<file path="src/rtl/irq_pkg.sv">
// irq_pkg: shared FSM states, parameter defaults and lowest-set-bit priority encoder for irq_pend_ctl
package irq_pkg;
  typedef enum logic [1:0] {ST_IDLE = 2'd0, ST_REQ = 2'd1, ST_SVC = 2'd2} state_t;
  localparam int NSRC_DEF = 5;
  localparam int VW_DEF = 3;
  function automatic int prio_enc(input logic [31:0] v);
    prio_enc = 0;
    for (int i = 31; i >= 0; i--) if (v[i]) prio_enc = i;
  endfunction
endpackage

</file>
<file path="src/rtl/irq_sync_bit.sv">
// irq_sync_bit: ld-gated synchroniser chain + history flop for one source (sys_clk, reset, i_src, i_ld -> o_last, o_rise; IRQ_PEND_LEVEL_EN drops history)
module irq_sync_bit #(
  parameter int SYNC_STAGES = 2
) (
  input  logic sys_clk,
  input  logic reset,
  input  logic i_src,
  input  logic i_ld,
  output logic o_last,
  output logic o_rise
);
  logic [SYNC_STAGES-1:0] r_sync;
  always_ff @(posedge sys_clk)
    if (reset) r_sync <= '0;
    else if (i_ld) r_sync <= {r_sync[SYNC_STAGES-2:0], i_src};
  assign o_last = r_sync[SYNC_STAGES-1];
`ifdef IRQ_PEND_LEVEL_EN
  assign o_rise = 1'b0;
`else
  logic r_hist;
  always_ff @(posedge sys_clk)
    if (reset) r_hist <= 1'b0;
    else if (i_ld) r_hist <= o_last;
  assign o_rise = o_last & ~r_hist & i_ld;
`endif
endmodule

</file>
<file path="src/rtl/irq_pend_ctl.sv">
// irq_pend_ctl: sync/edge-latch/mask/prioritise interrupts into a req/ack/rti handshake (in: sys_clk reset src ld mask_wr mask_din clr_wr clr_din ack rti; out: mask_q pend irq_req irq_vec in_svc; IRQ_PEND_LEVEL_EN = level-sensitive pend)
module irq_pend_ctl
  import irq_pkg::*;
#(
  parameter int NSRC        = NSRC_DEF,
  parameter int SYNC_STAGES = 2,
  parameter int VW          = VW_DEF
) (
  input  logic            sys_clk,
  input  logic            reset,
  input  logic [NSRC-1:0] src,
  input  logic            ld,
  input  logic            mask_wr,
  input  logic [NSRC-1:0] mask_din,
  input  logic            clr_wr,
  input  logic [NSRC-1:0] clr_din,
  input  logic            ack,
  input  logic            rti,
  output logic [NSRC-1:0] mask_q,
  output logic [NSRC-1:0] pend,
  output logic            irq_req,
  output logic [VW-1:0]   irq_vec,
  output logic            in_svc
);
  state_t          r_state, w_nxt;
  logic [NSRC-1:0] r_mask, w_last, w_rise, w_act, w_oh;
  logic [VW-1:0]   r_vec, w_win;
  logic            w_sel;
  for (genvar g = 0; g < NSRC; g++) begin : g_sync
    irq_sync_bit #(.SYNC_STAGES(SYNC_STAGES)) u_sync (
      .sys_clk(sys_clk),
      .reset(reset),
      .i_src(src[g]),
      .i_ld(ld),
      .o_last(w_last[g]),
      .o_rise(w_rise[g])
    );
  end
`ifdef IRQ_PEND_LEVEL_EN
  logic w_unused;
  assign w_unused = ^{clr_wr, clr_din, w_rise};
  assign pend = w_last;
`else
  logic [NSRC-1:0] r_pend, w_clr;
  assign w_clr = (clr_wr ? clr_din : '0) | ((r_state == ST_REQ && ack) ? w_oh : '0);
  always_ff @(posedge sys_clk)
    if (reset) r_pend <= '0;
    else r_pend <= (r_pend & ~w_clr) | w_rise;
  assign pend = r_pend;
`endif
  assign w_act = pend & r_mask;
  assign w_win = VW'(prio_enc(32'(w_act)));
  assign w_oh  = NSRC'(1) << r_vec;
  assign w_sel = |(w_act & w_oh);
  always_comb begin
    w_nxt = r_state;
    if (r_state == ST_IDLE && |w_act) w_nxt = ST_REQ;
    if (r_state == ST_REQ) w_nxt = ack ? ST_SVC : (w_sel ? ST_REQ : ST_IDLE);
    if (r_state == ST_SVC && rti) w_nxt = ST_IDLE;
  end
  always_ff @(posedge sys_clk)
    if (reset) begin
      r_state <= ST_IDLE;
      r_mask  <= '0;
      r_vec   <= '0;
    end else begin
      r_state <= w_nxt;
      if (mask_wr) r_mask <= mask_din;
      if (r_state == ST_IDLE && |w_act) r_vec <= w_win;
    end
  assign mask_q  = r_mask;
  assign irq_vec = r_vec;
  assign irq_req = r_state == ST_REQ;
  assign in_svc  = r_state == ST_SVC;
endmodule

</file>
<file path="config.mk">
export PLATFORM = sky130hd
export DESIGN_NAME = irq_pend_ctl
export DESIGN_NICKNAME = d
export VERILOG_FILES = /design/src/rtl/irq_pkg.sv /design/src/rtl/irq_sync_bit.sv /design/src/rtl/irq_pend_ctl.sv
export SDC_FILE = /design/constraint.sdc
export NUM_CORES = 1
export LEC_CHECK = 0
export CAP_MARGIN = 20
export CORE_MARGIN = 1
export CORE_UTILIZATION = 55
export CTS_CLUSTER_SIZE = 20
export DETAILED_ROUTE_END_ITERATION = 10
export DONT_BUFFER_PORTS = 1
export HOLD_SLACK_MARGIN = 0.05
export PLACE_DENSITY_LB_ADDON = 0.05
export SLEW_MARGIN = 15
export SYNTH_ARGS = -nofsm -noshare
export SYNTH_HDL_FRONTEND = slang
export SYNTH_SLANG_ARGS = --single-unit
export TNS_END_PERCENT = 20
</file>
<file path="constraint.sdc">
create_clock -name sys_clk -period 1.6 [get_ports sys_clk]
set_input_delay 0.08 -clock sys_clk [delete_from_list [all_inputs] [get_ports sys_clk]]
set_output_delay 0.08 -clock sys_clk [all_outputs]
set_load 0.05 [all_outputs]
</file>
==> results of run 1 <==
==> cell families after synthesis <==
group                  share of synthesized area (%)
buffers and inverters                           3.49
muxes                                           13.2
and+or+nand+nor                                 23.4
DFF                                             46.6
AOI/OAI and AO/OA                               13.3
==> sequential cells by signal, summed over array words and instances (netlist names) <==
register	count
g_sync.u_sync.r_hist	5
irq_vec	3
pend	5
mask_q	5
r_state	2
g_sync.u_sync.r_sync	10
==> worst paths after layout <==
kind / from / end / slack (ns)
setup / recovery: mask_q[4] / mask_q[4] / 0.13
hold / removal: ld / pend[3] / 0.11
setup reg to reg: mask_q[4] / mask_q[4] / 0.13
hold reg to reg: g_sync[0].u_sync.r_hist / g_sync[0].u_sync.r_hist / 0.48
==> metrics by stage <==
stage                      TNS, ns  hold WS [ns]  worst slack (ns)  util, %
after floorplan           -0.00222         0.225          -0.00222        -
after global placement           0         0.146             0.362     63.5
after detailed placement         0         0.151             0.325     63.5
after CTS                        0         0.102           0.00730     77.1
after global routing             0         0.121            0.0683     77.8
final                            0         0.109             0.125     77.8
==> placed cells by master (no fill, tap or decap), drive strengths merged <==
master	count
o21ai	2
a211oi	3
nand4	1
dlygate4sd3	25
nand3b	5
inv	3
and4bb	1
nor4bb	2
nor2	25
nand4b	2
clkbuf	6
a41o	2
a311o	1
nand2b	3
mux2i	17
a31oi	4
a32o	1
a21oi	8
dfxtp	30
nand2	16
nor2b	2
buf	16
nand3	2
o41ai	1
a22oi	2
==> power by group <==
part           total (W)  switching (W)  internal (W)
Clock           0.000431       0.000234      0.000198
Combinational   0.000196       0.000101     0.0000953
Sequential      0.000790      0.0000194      0.000771
==> cell type report <==
class	count	area share [%]
Inverter	3	0.654
Tap cell	28	2.03
Clock buffer	6	2.98
Timing Repair Buffer	41	21.9
Multi-Input combinational cell	100	37.5
Sequential cell	30	34.9
==> critical path: cells and delay by family (launching register included) <==
kind                   cells  cell delay (ns)
flip-flops                 1             0.35
AND/OR/NAND/NOR            1             0.04
buffers and inverters      2             0.78
multiplexers               1             0.18
==> Yosys cell counts <==
master    count
buf_1         2
nor2b_1       2
a32o_1        1
a21oi_2       1
dfxtp_1      30
clkbuf_1      3
o41ai_1       1
a311o_1       1
nand3_1       2
a31oi_1       4
nor4bb_1      2
a41o_1        1
nand2_1      16
nand2b_1      3
o21ai_0       2
a211oi_1      3
mux2i_1      17
nand3b_1      4
nand4_1       1
a22oi_2       1
a21oi_1       7
inv_1         3
buf_2         3
and4bb_2      1
nor2_1       25
a22oi_1       1
nand3b_4      1
nand4b_1      2
a41o_2        1
==> timing repair <==
item,CTS,global route
hold endpoints to repair,30,0
hold buffers,25,0
buffers inserted,0,0
==> per-layer routing <==
metal  global-route usage, %  vias up  routed length, um
met5                       0        -                  0
met4                    16.7        0                 89
met3                    6.97       10                164
met2                    46.2       41               1550
met1                    29.9      538               1180
li1                        -      573                  -
==> results.toml, run 1 <==
[clock_tree]
ctsResizeCount = 0
htreeDepth = 2
cts.path.max_buffers = 2
clk-insertion-delay-late_ns = 0.33
cts_tree = "done"
clkTransAtPathRegs_ns = 0.08
ctsRootBufferMaster = "clkbuf_4"
cts.sinks = 30
cts_buffers = 5

[timing]
max-slew-margin-rel_pct = 45.8
period_needed_ns = 1.47
fin_skew_ns = 0.0122
rsz0062_at_grt = "false"
drv_slew = 0
worst_pin_slew_ns = 0.810
setup_violations = 0
hold_viol_final = 0
max_clock_freq_ghz = 0.678
fin_crit_sh_pct = 92.2

[setup_path]
reg2reg_depth = 4
cp.arrival_ns = 1.67
critPathKind = "flip-flop to flip-flop"
cp_slowest_cell = "dlygate4sd3_1"
cpPeakStageDelay_ns = 0.57
path_cells = "buf_4 > mux2i_1 > dlygate4sd3_1 > nor2_1"
endpoint_kind = "flip-flop"
cp_max_fo = 4
worst_ep_required_time_ns = 1.79
crit_path_start_kind = "flip-flop"

[outcome]
status = "completed"

[synthesis]
netlist_instances = 141
synth_nets = 163
netlist.area_leader.share_pct = 46.6
synthTopCellsByArea = "dfxtp_1 47%, mux2i_1 13%, nor2_1 7.3%"
synth_seq_cells = 30
syn_avg_cell_area_sq_um = 9.14
yosys_warnings = 0
yosysSeqAreaShare_pct = 46.6
synth.distinct_cells = 29
syn-cell-area_sq_um = 1290
yosysTopAreaCell = "dfxtp_1"

[final_layout]
fin_area_sq_um = 1720
drive_gt1_share_pct = 15.6
regArea_sq_um = 601
syn_to_final_growth_pct = 33.6
nFillCells = 172
multiInputGateArea_sq_um = 646
n_antenna_cell = 0
final_cells = 208
fin_nets = 203

[drt]
drt_iter0_markers = 38
ant_nets = 0
drc = 0
vias_per_cell = 5.59
wirelength_um = 2990
via_count = 1162
wl_per_cell_um = 14.4
drt_first_pass_iters = 4

[power]
peakVddDrop_uv = 771
power.density_nw_per_um2 = 824
power_w = 0.00142
leakage_nw = 0.725

[place]
gp_congestion = 0.885
postPlaceCellArea_sq_um = 1410
dp_cells = 176
hpwl_um = 1840
portBuffers = 0

[grt]
grt_pass1_vias = 1161
antenna_found_initial = 0
grt_pass1_wl_um = 4990
grt_usage_pct = 27.1
grt_start_max_net_pins = 32
gr-total-overflow = 0

[floorplanning]
row_count = 17
dieArea_sq_um = 2540
die_w_um = 50.4
ios = 37
coreArea_sq_um = 2210
die_y_um = 50.4
initial_core_util_pct = 58.3

[job]
cap_violations = 0

[min_path]
hp-class = "input pin to flip-flop"
whs_path_depth = 2
No activity file was read; power rests on OpenSTA's default activity.
==> run 2: changes to the inputs <==
--- a/config.mk
+++ b/config.mk
@@ -8,6 +8,7 @@
 export CAP_MARGIN = 20
 export CORE_MARGIN = 1
 export CORE_UTILIZATION = 55
+export CTS_BUF_LIST = sky130_fd_sc_hd__clkbuf_4
 export CTS_CLUSTER_SIZE = 20
 export DETAILED_ROUTE_END_ITERATION = 10
 export DONT_BUFFER_PORTS = 1
==> run 2 against run 1 <==
Against the previous run:
- flip-flop and latch count did not move
- global-route usage rose by 0.26 points
- sequential power barely moved
- critical path type unchanged
==> results.toml, run 2 (synthesis results as in run 1) <==
[clock_tree]
cts.path.max_buffers = 2
cts_tree = "done"
clk-insertion-delay-late_ns = 0.32
cts_buffers = 5
htreeDepth = 2
cts.sinks = 30
ctsRootBufferMaster = "clkbuf_4"
clkTransAtPathRegs_ns = 0.08
cts_setup_buffers = 0

[final_layout]
syn_to_final_growth_pct = 32.8
postLayoutCoreUtil_pct = 77.4
n_antenna_cell = 0
largest_reg_flops = 10
fin_nets = 203
top_register = "g_sync.u_sync.r_sync"
drive_gt1_share_pct = 15.0
nFillCells = 172
final_common_cell = "dfxtp_1"
layout.cells.most_common_list = "30 x dfxtp_1, 25 x nor2_1, 25 x dlygate4sd3_1"
final_cells = 208

[timing]
holdWs_ns = 0.112
worst_pin_slew_ns = 0.814
hold_viol_final = 0
fin_crit_sh_pct = 91.4
period_needed_ns = 1.46
setup_violations = 0
fin_skew_ns = 0.0108
drv_slew = 0
rsz0062_at_grt = "false"
max_clock_freq_ghz = 0.684
max-slew-margin-rel_pct = 45.6

[grt]
grtUsageMet2_pct = 48.0
grt_usage_pct = 27.4
gr-total-overflow = 0
grt_start_max_net_pins = 32
use_met1_pct = 29.4
grt_pass1_vias = 1165
grt_use_met3_pct = 9.70
grt_pass1_wl_um = 5020
top_usage_layer = "met2"
antenna_found_initial = 0

[job]
cap_violations = 0

[floorplanning]
dieArea_sq_um = 2540
die_w_um = 50.4
coreArea_sq_um = 2210
die_y_um = 50.4
row_count = 17
ios = 37
initial_core_util_pct = 58.3

[outcome]
status = "completed"

[place]
dp_cells = 176
gp_congestion = 0.885
hpwl_um = 1840
portBuffers = 0

[drt]
wl_per_cell_um = 15.0
wirelength_um = 3120
vias_per_cell = 5.60
drt_iter0_markers = 26
drt_first_pass_iters = 4
via_count = 1164
drc = 0
ant_nets = 0

[setup_path]
cp_max_fo = 4
critPathKind = "flip-flop to flip-flop"
endpoint_kind = "flip-flop"
crit_path_start_kind = "flip-flop"
cp.arrival_ns = 1.72
worst_ep_required_time_ns = 1.86

[power]
leakage_nw = 0.719
peakVddDrop_uv = 694
power_w = 0.00137
power.density_nw_per_um2 = 801

[min_path]
hp-class = "input pin to flip-flop"
## run 2: cell types whose count changed in the layout (fill, tap and decap cells not counted), sizes merged
cell	change
clkbuf	-1
clkinv	+1
## run 2: area by class of cell
type | count | area (sq um) | share of cell area, %
Multi-Input combinational cell | 100 | 646 | 37.7
Sequential cell | 30 | 601 | 35.1
Timing Repair Buffer | 41 | 378 | 22.1
Clock buffer | 5 | 37.5 | 2.19
Tap cell | 28 | 35.0 | 2.05
Inverter | 3 | 11.3 | 0.658
Clock inverter | 1 | 3.75 | 0.219
## run 2: repair_timing
action | 4_1_cts | 5_1_grt
endpoints found under the hold margin | 30 | 0
hold buffers | 25 | 0
resized for setup | 0 | 0
## run 2: path summary, 6_finish.rpt
check | startpoint | endpoint | cells after the start | slack (ns)
min | ld | pend[3] | 2 | 0.11
max | mask_q[2] | mask_q[2] | 4 | 0.14
min reg2reg | g_sync[0].u_sync.r_hist | g_sync[0].u_sync.r_hist | 2 | 0.48
max reg2reg | mask_q[2] | mask_q[2] | 4 | 0.14
## run 2: metrics by stage
step	instance area, sq um	setup TNS [ns]	worst slack [ns]
floorplan	1290	-0.00222	-0.00222
global placement	1410	0	0.362
detailed placement	1410	0	0.325
CTS	1700	0	0.00483
global route	1710	0	0.0731
finish	1710	0	0.138
## run 2: report_power, final
part	total, W	switching (W)	internal, W
Combinational	0.000196	0.000101	0.0000953
Sequential	0.000791	0.0000202	0.000771
Clock	0.000384	0.000234	0.000150
## run 2: layer usage
metal / routed length [um] / vias up
li1: - / 573
met4: 58 / 0
met5: 0 / -
met2: 1630 / 43
met1: 1230 / 539
met3: 191 / 9
## run 2: critical path, cell delays in order, from the launching register on
cell           delay (ns)
dfxtp_1              0.42
buf_4                0.24
mux2i_1              0.09
dlygate4sd3_1        0.56
nor2_1               0.09
==> run 3: changes to the inputs <==
--- a/config.mk
+++ b/config.mk
@@ -14,6 +14,7 @@
 export DONT_BUFFER_PORTS = 1
 export HOLD_SLACK_MARGIN = 0.05
 export PLACE_DENSITY_LB_ADDON = 0.05
+export REMOVE_ABC_BUFFERS = 1
 export SLEW_MARGIN = 15
 export SYNTH_ARGS = -nofsm -noshare
 export SYNTH_HDL_FRONTEND = slang
==> run 3 against run 2 <==
Against the previous run:
- global-route usage grew 0.43 points
- clock power is essentially flat
- core utilization shrank 0.11 points
- clock skew shrank 0.0058 ns
- via count grew 0.52%
- register-to-register slack gained 0.02 ns
- power grew 0.19%
- clock-buffer cell count is the same
- sequential power is essentially flat
- critical endpoint is now mask_q[3]
- largest cell class unchanged
- highest routed layer unchanged
==> results.toml, run 3 (synthesis results as in run 1) <==
[setup_path]
path_cells = "buf_4 > mux2i_1 > dlygate4sd3_1 > nor2_1"
cp.arrival_ns = 1.66
reg2reg_to = "mask_q[3]"
critPathKind = "flip-flop to flip-flop"
ff2ff_setup_slack_ns = 0.16
worst_ep_required_time_ns = 1.82
crit_path_start_kind = "flip-flop"
reg2reg_depth = 4
crit_family = "buffers and inverters"
path_depth = 4
cp_slowest_cell = "dlygate4sd3_1"
crit_buf_inv = 2
cp_max_fo = 4
r2r-start = "mask_q[3]"
endpoint_kind = "flip-flop"
cpPeakStageDelay_ns = 0.58

[clock_tree]
htreeDepth = 2
cts.path.max_buffers = 2
cts.sinks = 30
cts_setup_buffers = 0
postCtsHoldBufs = 25
ctsRootBufferMaster = "clkbuf_4"
clk-insertion-delay-late_ns = 0.32
ctsResizeCount = 0
cts_buffers = 5
clkTransAtPathRegs_ns = 0.08
cts_tree = "done"

[place]
dp_cells = 176
portBuffers = 0
hpwl_um = 1940
gp_congestion = 0.879

[drt]
ant_nets = 0
via_count = 1170
wirelength_um = 3100
drt_first_pass_iters = 4
wl_per_cell_um = 14.9
drt_iter0_markers = 30
vias_per_cell = 5.63
drc = 0

[timing]
fin_tns_setup_ns = 0
fin_skew_ns = 0.00491
fin_crit_sh_pct = 90.0
rsz0062_at_grt = "false"
max_clock_freq_ghz = 0.694
period_needed_ns = 1.44
hold_viol_final = 0
max-slew-margin-rel_pct = 43.4
drv_slew = 0
worst_pin_slew_ns = 0.847
setup_violations = 0

[floorplanning]
coreArea_sq_um = 2210
row_count = 17
initial_core_util_pct = 58.3
die_w_um = 50.4
die_y_um = 50.4
dieArea_sq_um = 2540
ios = 37

[grt]
antenna_found_initial = 0
gr-total-overflow = 0
grt_pass1_wl_um = 5130
grt_usage_pct = 27.8
grt_start_max_net_pins = 32
grt_pass1_vias = 1174

[final_layout]
drive_gt1_share_pct = 14.4
fin_nets = 203
final_cells = 208
syn_to_final_growth_pct = 32.6
nFillCells = 164
largest_reg_flops = 10
layout.cells.most_common_list = "30 x dfxtp_1, 25 x nor2_1, 25 x dlygate4sd3_1"
n_antenna_cell = 0
multiInputGateArea_sq_um = 643
top_register = "g_sync.u_sync.r_sync"
postLayoutCoreUtil_pct = 77.3
regArea_sq_um = 601
final_common_cell = "dfxtp_1"

[power]
leakage_nw = 0.719
power.density_nw_per_um2 = 804
peakVddDrop_uv = 623
power_w = 0.00137

[job]
cap_violations = 0

[min_path]
hp-class = "input pin to flip-flop"
min_from = "ld"
min_delay_worst_endpoint = "pend[3]"
whs_path_depth = 2

[outcome]
status = "completed"
[run 3: cell counts in the layout (fill, tap and decap cells not counted)]
Identical to the previous run, type by type.
[run 3: per-stage QoR]
stage	instance area [sq um]	worst slack, ns	hold WS (ns)
global route	1710	0.0362	0.0896
floorplan	1250	-0.161	0.142
finish	1710	0.159	0.114
global placement	1400	0.408	0.147
detailed placement	1400	0.351	0.147
CTS	1690	0.0208	0.0955
[run 3: layout make-up]
type                       count  share of cell area [%]
clock buffer                   5                    2.20
multi-input combinational    100                    37.6
tap                           28                    2.05
clock inverter                 1                   0.220
timing repair buffer          41                    22.1
inverter                       3                   0.659
sequential                    30                    35.1
[run 3: how the worst max path moves through the flow]
| stage | startpoint | end | slack [ns] |
|---|---|---|---|
| floorplan | r_state[0] | r_state[0] | -0.16 |
| global placement | mask_q[1] | r_state[0] | 0.41 |
| detailed placement | pend[2] | r_state[0] | 0.35 |
| CTS | reset | pend[1] | 0.02 |
| global route | ld | pend[4] | 0.04 |
| finish | mask_q[3] | mask_q[3] | 0.16 |
[run 3: where the power goes]
part | internal, W | switching, W
combinational | 0.0000953 | 0.000104
sequential | 0.000771 | 0.0000179
clock | 0.000150 | 0.000236
total | 0.00102 | 0.000358
[run 3: per-layer routing]
metal / share of wire (%) / vias up / GRT usage, % / wire length (um)
met3: 6.9 / 8 / 10.3 / 214
li1: - / 575 / - / -
met1: 43 / 543 / 30.2 / 1320
met5: 0 / - / 0 / 0
met4: 2.3 / 0 / 14.4 / 72
met2: 48 / 44 / 46.9 / 1490
